## config.mk

```make
export PLATFORM = sky130hd
export DESIGN_NAME = traffic_light_monitor
export DESIGN_NICKNAME = d
export VERILOG_FILES = /design/src/rtl/traffic_light_monitor.sv
export SDC_FILE = /design/constraint.sdc
export NUM_CORES = 1
export LEC_CHECK = 0
export BUFFER_PORTS_ARGS = -buffer_cell sky130_fd_sc_hd__buf_2
export CAP_MARGIN = 20
export CORE_MARGIN = 2
export CORE_UTILIZATION = 25
export CTS_BUF_LIST = sky130_fd_sc_hd__clkbuf_4
export CTS_CLUSTER_DIAMETER = 200
export DETAILED_ROUTE_END_ITERATION = 10
export SYNTH_ARGS = -nofsm -noshare
export SYNTH_HDL_FRONTEND = slang
export SYNTH_SLANG_ARGS = --single-unit
```

## constraint.sdc

```tcl
create_clock -name clk -period 5.3 [get_ports clk]
set_clock_uncertainty 0.2 [all_clocks]
set_input_delay 0.265 -clock clk [delete_from_list [all_inputs] [get_ports clk]]
set_output_delay 0.265 -clock clk [all_outputs]
set_load 0.02 [all_outputs]
```

## src/rtl/traffic_light_monitor.sv

```systemverilog
// traffic_light_monitor
//   Receive-side checker for the one-hot traffic light bus. Decodes the light
//   code to a phase and checks one-hot legality, phase order and per-phase
//   dwell time. It also counts completed light cycles (yellow->red).
//   Errors are sticky until clr_err is pulsed in FAULT.
// Ports:
//   clk       rising-edge clock
//   rst_n     synchronous active-low reset
//   light     4-bit code: 1000 black, 0100 red, 0010 green, 0001 yellow
//   clr_err   clears the sticky error (FAULT only) and returns to SYNC
//   phase     decoded phase of the last accepted code
//   phase_vld high while in RUN
//   err       sticky error flag
//   err_code  first error cause (1 one-hot, 2 order, 3 short, 4 long)
//   cycles    saturating count of yellow->red transitions
//   dwell     saturating count of clocks the current code has been held
module traffic_light_monitor #(
  parameter int unsigned MIN_DWELL = 1,
  parameter int unsigned MAX_DWELL = 15,
  parameter int unsigned DW_W      = 4,
  parameter int unsigned CNT_W     = 8
) (
  input  logic             clk,
  input  logic             rst_n,
  input  logic [3:0]       light,
  input  logic             clr_err,
  output logic [1:0]       phase,
  output logic             phase_vld,
  output logic             err,
  output logic [2:0]       err_code,
  output logic [CNT_W-1:0] cycles,
  output logic [DW_W-1:0]  dwell
);

  typedef enum logic [1:0] {
    SYNC  = 2'b00,
    RUN   = 2'b01,
    FAULT = 2'b10
  } state_e;

  typedef enum logic [2:0] {
    E_NONE    = 3'd0,
    E_ONEHOT  = 3'd1,
    E_ILLEGAL = 3'd2,
    E_SHORT   = 3'd3,
    E_LONG    = 3'd4
  } err_e;

  localparam logic [3:0] L_BLACK  = 4'b1000;
  localparam logic [3:0] L_RED    = 4'b0100;
  localparam logic [3:0] L_GREEN  = 4'b0010;
  localparam logic [3:0] L_YELLOW = 4'b0001;

  localparam logic [DW_W-1:0] MIN_DW = DW_W'(MIN_DWELL);
  localparam logic [DW_W-1:0] MAX_DW = DW_W'(MAX_DWELL);
  localparam logic [DW_W-1:0] DW_ONE = DW_W'(1);

  state_e             state_q, state_d;
  logic [1:0]         phase_q, phase_d;
  logic               phase_vld_q, phase_vld_d;
  logic               err_q, err_d;
  err_e               err_code_q, err_code_d;
  logic [CNT_W-1:0]   cycles_q, cycles_d;
  logic [DW_W-1:0]    dwell_q, dwell_d;
  logic [3:0]         last_code_q, last_code_d;

  err_e               cause;
  logic               legal_step;
  logic [DW_W-1:0]    dwell_inc;
  logic [CNT_W-1:0]   cycles_inc;

  function automatic logic [1:0] decode(input logic [3:0] code);
    case (code)
      L_RED:    decode = 2'b01;
      L_GREEN:  decode = 2'b10;
      L_YELLOW: decode = 2'b11;
      default:  decode = 2'b00;
    endcase
  endfunction

  always_comb begin
    state_d     = state_q;
    phase_d     = phase_q;
    err_d       = err_q;
    err_code_d  = err_code_q;
    cycles_d    = cycles_q;
    dwell_d     = dwell_q;
    last_code_d = last_code_q;
    cause       = E_NONE;

    dwell_inc  = (dwell_q == '1) ? dwell_q : dwell_q + DW_ONE;
    cycles_inc = (cycles_q == '1) ? cycles_q : cycles_q + CNT_W'(1);
    legal_step = ((last_code_q == L_BLACK)  && (light == L_RED))   ||
                 ((last_code_q == L_RED)    && (light == L_GREEN)) ||
                 ((last_code_q == L_GREEN)  && (light == L_YELLOW))||
                 ((last_code_q == L_YELLOW) && (light == L_RED));

    case (state_q)
      SYNC: begin
        if ((light == L_BLACK) || (light == L_RED)) begin
          last_code_d = light;
          phase_d     = decode(light);
          dwell_d     = DW_ONE;
          state_d     = RUN;
        end
      end
      RUN: begin
        // Same-code and code-change cases are disjoint, so the if/else chain
        // below realises the one-hot > order > short > long priority.
        if (light == last_code_q) begin
          if ((last_code_q != L_BLACK) && (dwell_q == MAX_DW)) cause = E_LONG;
          else dwell_d = dwell_inc;
        end else if (!$onehot(light)) begin
          cause = E_ONEHOT;
        end else if (!legal_step) begin
          cause = E_ILLEGAL;
        end else if ((last_code_q != L_BLACK) && (dwell_q < MIN_DW)) begin
          cause = E_SHORT;
        end else begin
          if (last_code_q == L_YELLOW) cycles_d = cycles_inc;
          last_code_d = light;
          phase_d     = decode(light);
          dwell_d     = DW_ONE;
        end
        if (cause != E_NONE) begin
          state_d    = FAULT;
          err_d      = 1'b1;
          err_code_d = cause;
        end
      end
      FAULT: begin
        if (clr_err) begin
          err_d      = 1'b0;
          err_code_d = E_NONE;
          dwell_d    = '0;
          state_d    = SYNC;
        end
      end
      default: begin
        // Unreachable encoding: behave as reset but keep the cycle count.
        state_d     = SYNC;
        phase_d     = '0;
        err_d       = 1'b0;
        err_code_d  = E_NONE;
        dwell_d     = '0;
        last_code_d = '0;
      end
    endcase

    phase_vld_d = (state_d == RUN);
  end

  always_ff @(posedge clk) begin
    if (!rst_n) begin
      state_q     <= SYNC;
      phase_q     <= '0;
      phase_vld_q <= 1'b0;
      err_q       <= 1'b0;
      err_code_q  <= E_NONE;
      cycles_q    <= '0;
      dwell_q     <= '0;
      last_code_q <= '0;
    end else begin
      state_q     <= state_d;
      phase_q     <= phase_d;
      phase_vld_q <= phase_vld_d;
      err_q       <= err_d;
      err_code_q  <= err_code_d;
      cycles_q    <= cycles_d;
      dwell_q     <= dwell_d;
      last_code_q <= last_code_d;
    end
  end

  assign phase     = phase_q;
  assign phase_vld = phase_vld_q;
  assign err       = err_q;
  assign err_code  = err_code_q;
  assign cycles    = cycles_q;
  assign dwell     = dwell_q;

endmodule

```

==> metrics.md, run 1 <==
| Metric | Value |
|---|---|
| Worst Path Required | `5370 ps` |
| Worst-path cell chain | `dlygate4sd3_1 -> buf_2 -> inv_1 -> fa_1 -> inv_1 -> ha_1 -> ha_1 -> nor2_1 -> nand2_1 -> nor3_4 -> nand3_2 -> or4_1 -> a21oi_1` |
| Tcrit/Tclk final | `63.1%` |
| Vias | `1357` |
| Routed length on met2 | `1660 µm` |
| Max Used Layer | `met4` |
| Largest net degree at the start of global routing | `17` |
| Reg2Reg Depth | `6` |
| Final WL | `3570 µm` |
| Hold Path Class | `input port to register` |
| CTS H-tree depth | `1` |
| Synth unique cells | `47` |
| Layout Cells excl Fill | `274` |
| Total die area | `0.00676 mm²` |
| Post-CTS repair timing setup buffer count | `0` |
| Most frequent cells in the layout | `25 x dfxtp_1, 25 x buf_2, 17 x nand2_1` |
| Hold Worst Slack | `59.4 ps` |
| Detailed Route Iter0 Violations | `103` |
| WL met3 | `192 µm` |
| Synth area leaders | `dfxtp_1 33%, ha_1 6.5%, xor2_1 4.6%` |
| Die Ht | `82.2 µm` |
| Post-synth top area share | `32.7%` |
| # DRC | `0` |
| Max stage delay on crit path | `540 ps` |
| Synth Net Count | `193` |
| Synthesized area | `0.00153 mm²` |
| Worst slew pin tran | `602 ps` |
| Buf+Inv Stages, Crit Path | `4` |
| Synthesis Warnings | `0` |
| Number of synthesized flops with an enable pin | `0` |
| Max Fclk | `0.299 GHz` |
| Slew Limit Fails | `0` |
| Sequential-to-total area share from yosys stat | `32.7%` |
| Clock root buffer | `clkbuf_4` |
| Min Tclk post-route | `3340 ps` |
| Share of layout cells above drive strength 1 | `19.1%` |
| Initial Util | `25.8%` |
| Power Total | `0.364 mW` |
| DR vias/cell | `4.95` |
| Syn-to-layout area delta | `13.6%` |
| Post-CTS resize count | `0` |
| Vias in the first global route | `1250` |
| RePlAce Congestion | `0.825` |
| Critical Path Fanout Max | `11` |
| HPWL after DPL | `2610 µm` |
| CTS buffer count | `3` |
| CP max-delay cell | `dlygate4sd3_1` |
| Setup TNS | `0 ps` |
| Rows | `28` |
| Async set-reset flop share out of synthesis | `0%` |
| Worst Setup SP | `light[1]` |
| Antenna cell count | `0` |
| Max-cap viol count | `0` |
| Gr ovfl total | `0` |
| Slew HR | `59.4%` |
| Core ar. | `0.00592 mm²` |
| WL met1 | `1620 µm` |
| Synth Flop Type | `dfxtp_1` |
| Die W | `82.2 µm` |
| Final hold vios | `0` |
| CP arrival | `3410 ps` |
| Clock sink count | `25` |
| Fin nets | `216` |
| Global-route wire length before repair | `5970 µm` |
| DRT antenna net count | `0` |
| Maximum VDD drop | `66.3 µV` |
| Leak | `0.707 nW` |
| R2R Path Start | `last_code_q[3]` |
| Cells after Synth | `177` |
| CTS tree | `built` |
| # IOs | `26` |
| RSZ-0062 raised after global routing | `false` |
| Worst Setup Start Kind | `input port` |
| Status | `finished, final reports clean` |
| Delay-heaviest family, CP | `simple AND/OR/NAND/NOR gates` |
| Critical path class | `input port to register` |
| Ratio of total power to cell area | `209 mW/mm²` |
| Worst Hold Depth | `4` |
| Clk pin slew, worst setup/hold paths | `150 ps` |
| Number of fill cells | `623` |
| Setup crit end kind | `register` |
| Synthesized area per cell | `8.64 µm²` |
| CTS Buffer Depth | `2` |
| WL/cell | `13.0 µm` |
| I/O Buffers | `25` |
| Detailed-router iteration count before antenna repair | `4` |
| Seq cells post-synth | `25` |
| Tot GR Track Use | `11.3%` |
| Setup violators final | `0` |
| Antenna violations before repair | `0` |
| Dpl cells | `268` |
| Cell depth of the worst setup path | `13` |
| Biggest area consumer among synthesized cells | `dfxtp_1` |
| Worst-skew pair later-pin latency | `340 ps` |
| Hold_sp | `clr_err` |
-- cell usage after synthesis (3+ instances only) --
library cell / n
inv_1: 9
a22o_1: 3
o21ai_0: 11
a31oi_1: 5
nand2_1: 17
ha_1: 8
clkbuf_1: 4
dfxtp_1: 25
mux2i_1: 3
nand3_1: 8
o31ai_1: 3
or3_1: 4
nor3_1: 3
nor2_1: 14
xor2_1: 8
a21oi_1: 13
-- layout make-up --
cell class / instances / area, µm² / share of cell area [%]
clock buffers: 3 / 22.5 / 1.30
well taps: 75 / 93.8 / 5.40
repair buffers: 27 / 145 / 8.36
inverters: 9 / 33.8 / 1.95
clock inverters: 1 / 5.00 / 0.288
flip-flops and latches: 25 / 500 / 28.8
multi-input cells: 134 / 936 / 53.9
-- worst min-delay path, cell delays in order --
cell	delay, ps
buf_2	90
nor3b_1	40
a31oi_1	130
nor2_1	40
-- routing by layer --
| layer | GRT usage, % | vias up |
|---|---|---|
| li1 | - | 690 |
| met1 | 14.4 | 621 |
| met2 | 17.9 | 36 |
| met3 | 1.96 | 10 |
| met4 | 6.17 | 0 |
| met5 | 0 | - |
-- final timing paths --
| check | slack (ps) | to |
|---|---|---|
| worst max-delay path | 1960 | cycles[7] |
| worst min-delay path | 60 | state_q[1] |
| worst min register to register | 290 | err_code[2] |
| worst max register to register | 2880 | phase[0] |
-- per-stage QoR --
stage	setup WS [ps]	area [µm²]	utilization, %
detailed placement	2160	1690	28.5
global placement	2220	1690	28.5
finish	1960	1740	29.3
CTS	1980	1740	29.3
floorplan	2270	1530	-
global route	1760	1740	29.3
-- flip-flops by register name (all words and copies together), names as in the netlist --
signal,flops
cycles,8
dwell,4
last_code_q,4
err_code,3
phase,2
state_q,2
err,1
phase_vld,1
-- where the power goes --
part           switching (mW)  internal, mW
Sequential            0.00882         0.194
Clock                  0.0640        0.0284
Combinational          0.0421        0.0263
-- kinds of logic after synthesis --
logic type | Yosys count | synth area share (%)
DFF | 25 | 32.7
buffers and inverters | 18 | 6.06
and+or+nand+nor | 67 | 25.9
AOI/OAI and AO/OA | 46 | 20.2
adders and majority gates | 9 | 7.86
xor gates and xnor gates | 8 | 4.58
muxes | 4 | 2.70
-- repair_timing --
| item | CTS | global route |
|---|---|---|
| hold buffers | 2 | 0 |
| endpoints found under the hold margin | 2 | 0 |
| endpoints found under the setup margin | 0 | 0 |
(Power assumes the default switching activity.)
==> inputs of run 2 (changes only) <==
Settings changed: ABC_AREA from default to 1.
Clock period 5.3 ns to 3.4 ns, I/O delays scaled along.
==> run 2 against run 1 <==
Combinational power up 130%. Total power up 68%. Cell count up 31%. Clock power increased by 49%. Sequential power is 56% higher. Count of clock-buffer cells in the layout did not move. Sequential share of layout area shrank 2.3 points. Synthesized area is 6.1% higher. Global-route usage down 0.23 points. Via count grew 17%. Critical endpoint is now last_code_q[0].
==> metrics.md, run 2 <==
| Metric | Value |
|---|---|
| Sequential-to-total area share from yosys stat | `30.8%` |
| Layout Cells excl Fill | `358` |
| Detailed Route Iter0 Violations | `100` |
| Rows | `29` |
| Async set-reset flop share out of synthesis | `0%` |
| Worst Setup Start Kind | `input port` |
| Worst R2R End | `dwell[0]` |
| Max Used Layer | `met4` |
| Synth area leaders | `dfxtp_1 31%, nand2_1 19%, nor2_1 8.3%` |
| Routed length on met2 | `1730 µm` |
| Synth Net Count | `268` |
| Maximum VDD drop | `110 µV` |
| Critical Path Fanout Max | `12` |
| Most common cell after layout, fill and taps aside | `nand2_1` |
| Number of synthesized flops with an enable pin | `0` |
| Dpl ws | `476 ps` |
| Power Total | `0.609 mW` |
| Tot GR Track Use | `11.0%` |
| DRT antenna net count | `0` |
| Synth unique cells | `32` |
| Antenna violations before repair | `0` |
| Worst Path Required | `3420 ps` |
| Synthesized area | `0.00162 mm²` |
| Total die area | `0.00715 mm²` |
| Leak | `0.902 nW` |
| Largest net degree at the start of global routing | `16` |
| Core ar. | `0.00631 mm²` |
| Clock sink count | `25` |
| Seq cells post-synth | `25` |
| R2R setup slack | `1190 ps` |
| Dpl cells | `350` |
| Area after DPL | `0.00182 mm²` |
| Fin nets | `298` |
| Max-cap viol count | `0` |
| Synthesized area per cell | `6.44 µm²` |
| Hold_sp | `light[2]` |
| CTS H-tree depth | `1` |
| Most frequent cells in the layout | `82 x nand2_1, 36 x nor2_1, 28 x inv_1` |
| Final WL | `3680 µm` |
| CTS Buffer Depth | `2` |
| Commonest cells post-synth | `82 x nand2_1, 36 x nor2_1, 28 x inv_1` |
| Worst Hold Depth | `5` |
| Min Tclk post-route | `3160 ps` |
| Design area | `0.00189 mm²` |
| Post-synth top area share | `30.8%` |
| DR vias/cell | `4.42` |
| Worst Hold Path EP | `last_code_q[2]` |
| Antenna cell count | `0` |
| Cells after Synth | `252` |
| Hold Path Class | `input port to register` |
| # DRC | `0` |
| Clock root buffer | `clkbuf_4` |
| Hold Buf Count CTS | `4` |
| Status | `finished, final reports clean` |
| Post-CTS resize count | `0` |
| RSZ-0062 raised after global routing | `false` |
| Reg2Reg Depth | `11` |
| Worst slew pin tran | `713 ps` |
| Post-CTS repair timing setup buffer count | `0` |
| Most frequent cell after synthesis | `nand2_1` |
| R2R Path Start | `state_q[0]` |
| Syn-to-layout area delta | `16.2%` |
| Biggest area consumer among synthesized cells | `dfxtp_1` |
| Critical path class | `input port to register` |
| Slew HR | `52.3%` |
| Synthesis Warnings | `0` |
| # IOs | `26` |
| Max reg flops | `8` |
| WL met3 | `123 µm` |
| Initial Util | `25.7%` |
| Final hold vios | `0` |
| Setup violators final | `0` |
| Setup TNS | `0 ps` |
| Global-route wire length before repair | `6670 µm` |
| CTS buffer count | `3` |
| Ratio of total power to cell area | `323 mW/mm²` |
| Clk pin slew, worst setup/hold paths | `140 ps` |
| Hold Worst Slack | `55.4 ps` |
| Final core occ | `29.9%` |
| Worst Setup SP | `light[0]` |
| CTS tree | `built` |
| WL/cell | `10.3 µm` |
| WL met1 | `1790 µm` |
| Vias in the first global route | `1530` |
| Slew Limit Fails | `0` |
| I/O Buffers | `25` |
| RePlAce Congestion | `0.810` |
| Number of fill cells | `749` |
| Max Fclk | `0.317 GHz` |
| Synth Flop Type | `dfxtp_1` |
| Worst-skew pair later-pin latency | `320 ps` |
| CP arrival | `3180 ps` |
| Detailed-router iteration count before antenna repair | `4` |
| Die Ht | `84.6 µm` |
| HPWL after DPL | `2950 µm` |
| Share of layout cells above drive strength 1 | `16.0%` |
| Die W | `84.6 µm` |
| Final setup margin | `244 ps` |
| Tcrit/Tclk final | `92.8%` |
| Setup crit end kind | `register` |
| Vias | `1583` |
| Gr ovfl total | `0` |
-- run 2: worst max path at each step --
stage / end / slack [ps] / depth (start not counted)
3_5_place_dp: cycles[5] / 480 / 14
4_1_cts: phase[0] / 260 / 16
2_1_floorplan: phase[0] / 750 / 15
6_report: last_code_q[0] / 240 / 16
5_1_grt: last_code_q[0] / 20 / 15
3_3_place_gp: phase[0] / 500 / 15
-- run 2: area by class of cell --
cell class	instances	area (µm²)	area share, %
flip-flops and latches	25	500	26.5
clock buffers	3	22.5	1.19
multi-input cells	191	967	51.3
inverters	31	119	6.30
clock inverters	1	7.51	0.398
repair buffers	30	173	9.16
well taps	77	96.3	5.11
-- run 2: where the power goes --
part           total [mW]  switching, mW  internal [mW]  leakage, nW
sequential          0.317         0.0114          0.306        0.203
combinational       0.154          0.102         0.0528        0.685
clock               0.138         0.0929         0.0449       0.0139
-- run 2: layer usage --
| layer | GRT usage (%) | vias up |
|---|---|---|
| met5 | 0 | - |
| met1 | 14.2 | 703 |
| met4 | 2.60 | 0 |
| met2 | 19.2 | 28 |
| met3 | 1.87 | 4 |
| li1 | - | 848 |
-- run 2: cells by family (layout without fill, tap and decap cells) --
family | count (synthesis) | count (layout) | synth area share (%)
flip-flops | 25 | 25 | 30.8
AO/OA/AOI/OAI | 21 | 21 | 6.86
XOR/XNOR | 5 | 5 | 2.70
buffers and inverters | 36 | 65 | 9.56
adder cells (fa/ha/maj) | 9 | 9 | 7.40
AND/OR/NAND/NOR | 156 | 156 | 42.6
-- run 2: critical path, stage by stage --
cell	delay (ps)
dlygate4sd3_1	520
buf_2	130
inv_1	100
fa_1	540
inv_1	40
ha_1	170
ha_1	260
nor3_1	400
inv_1	130
nor2_2	180
a21oi_2	80
nor3_2	100
buf_4	200
nand2_1	60
nand2_1	60
nor2_1	40
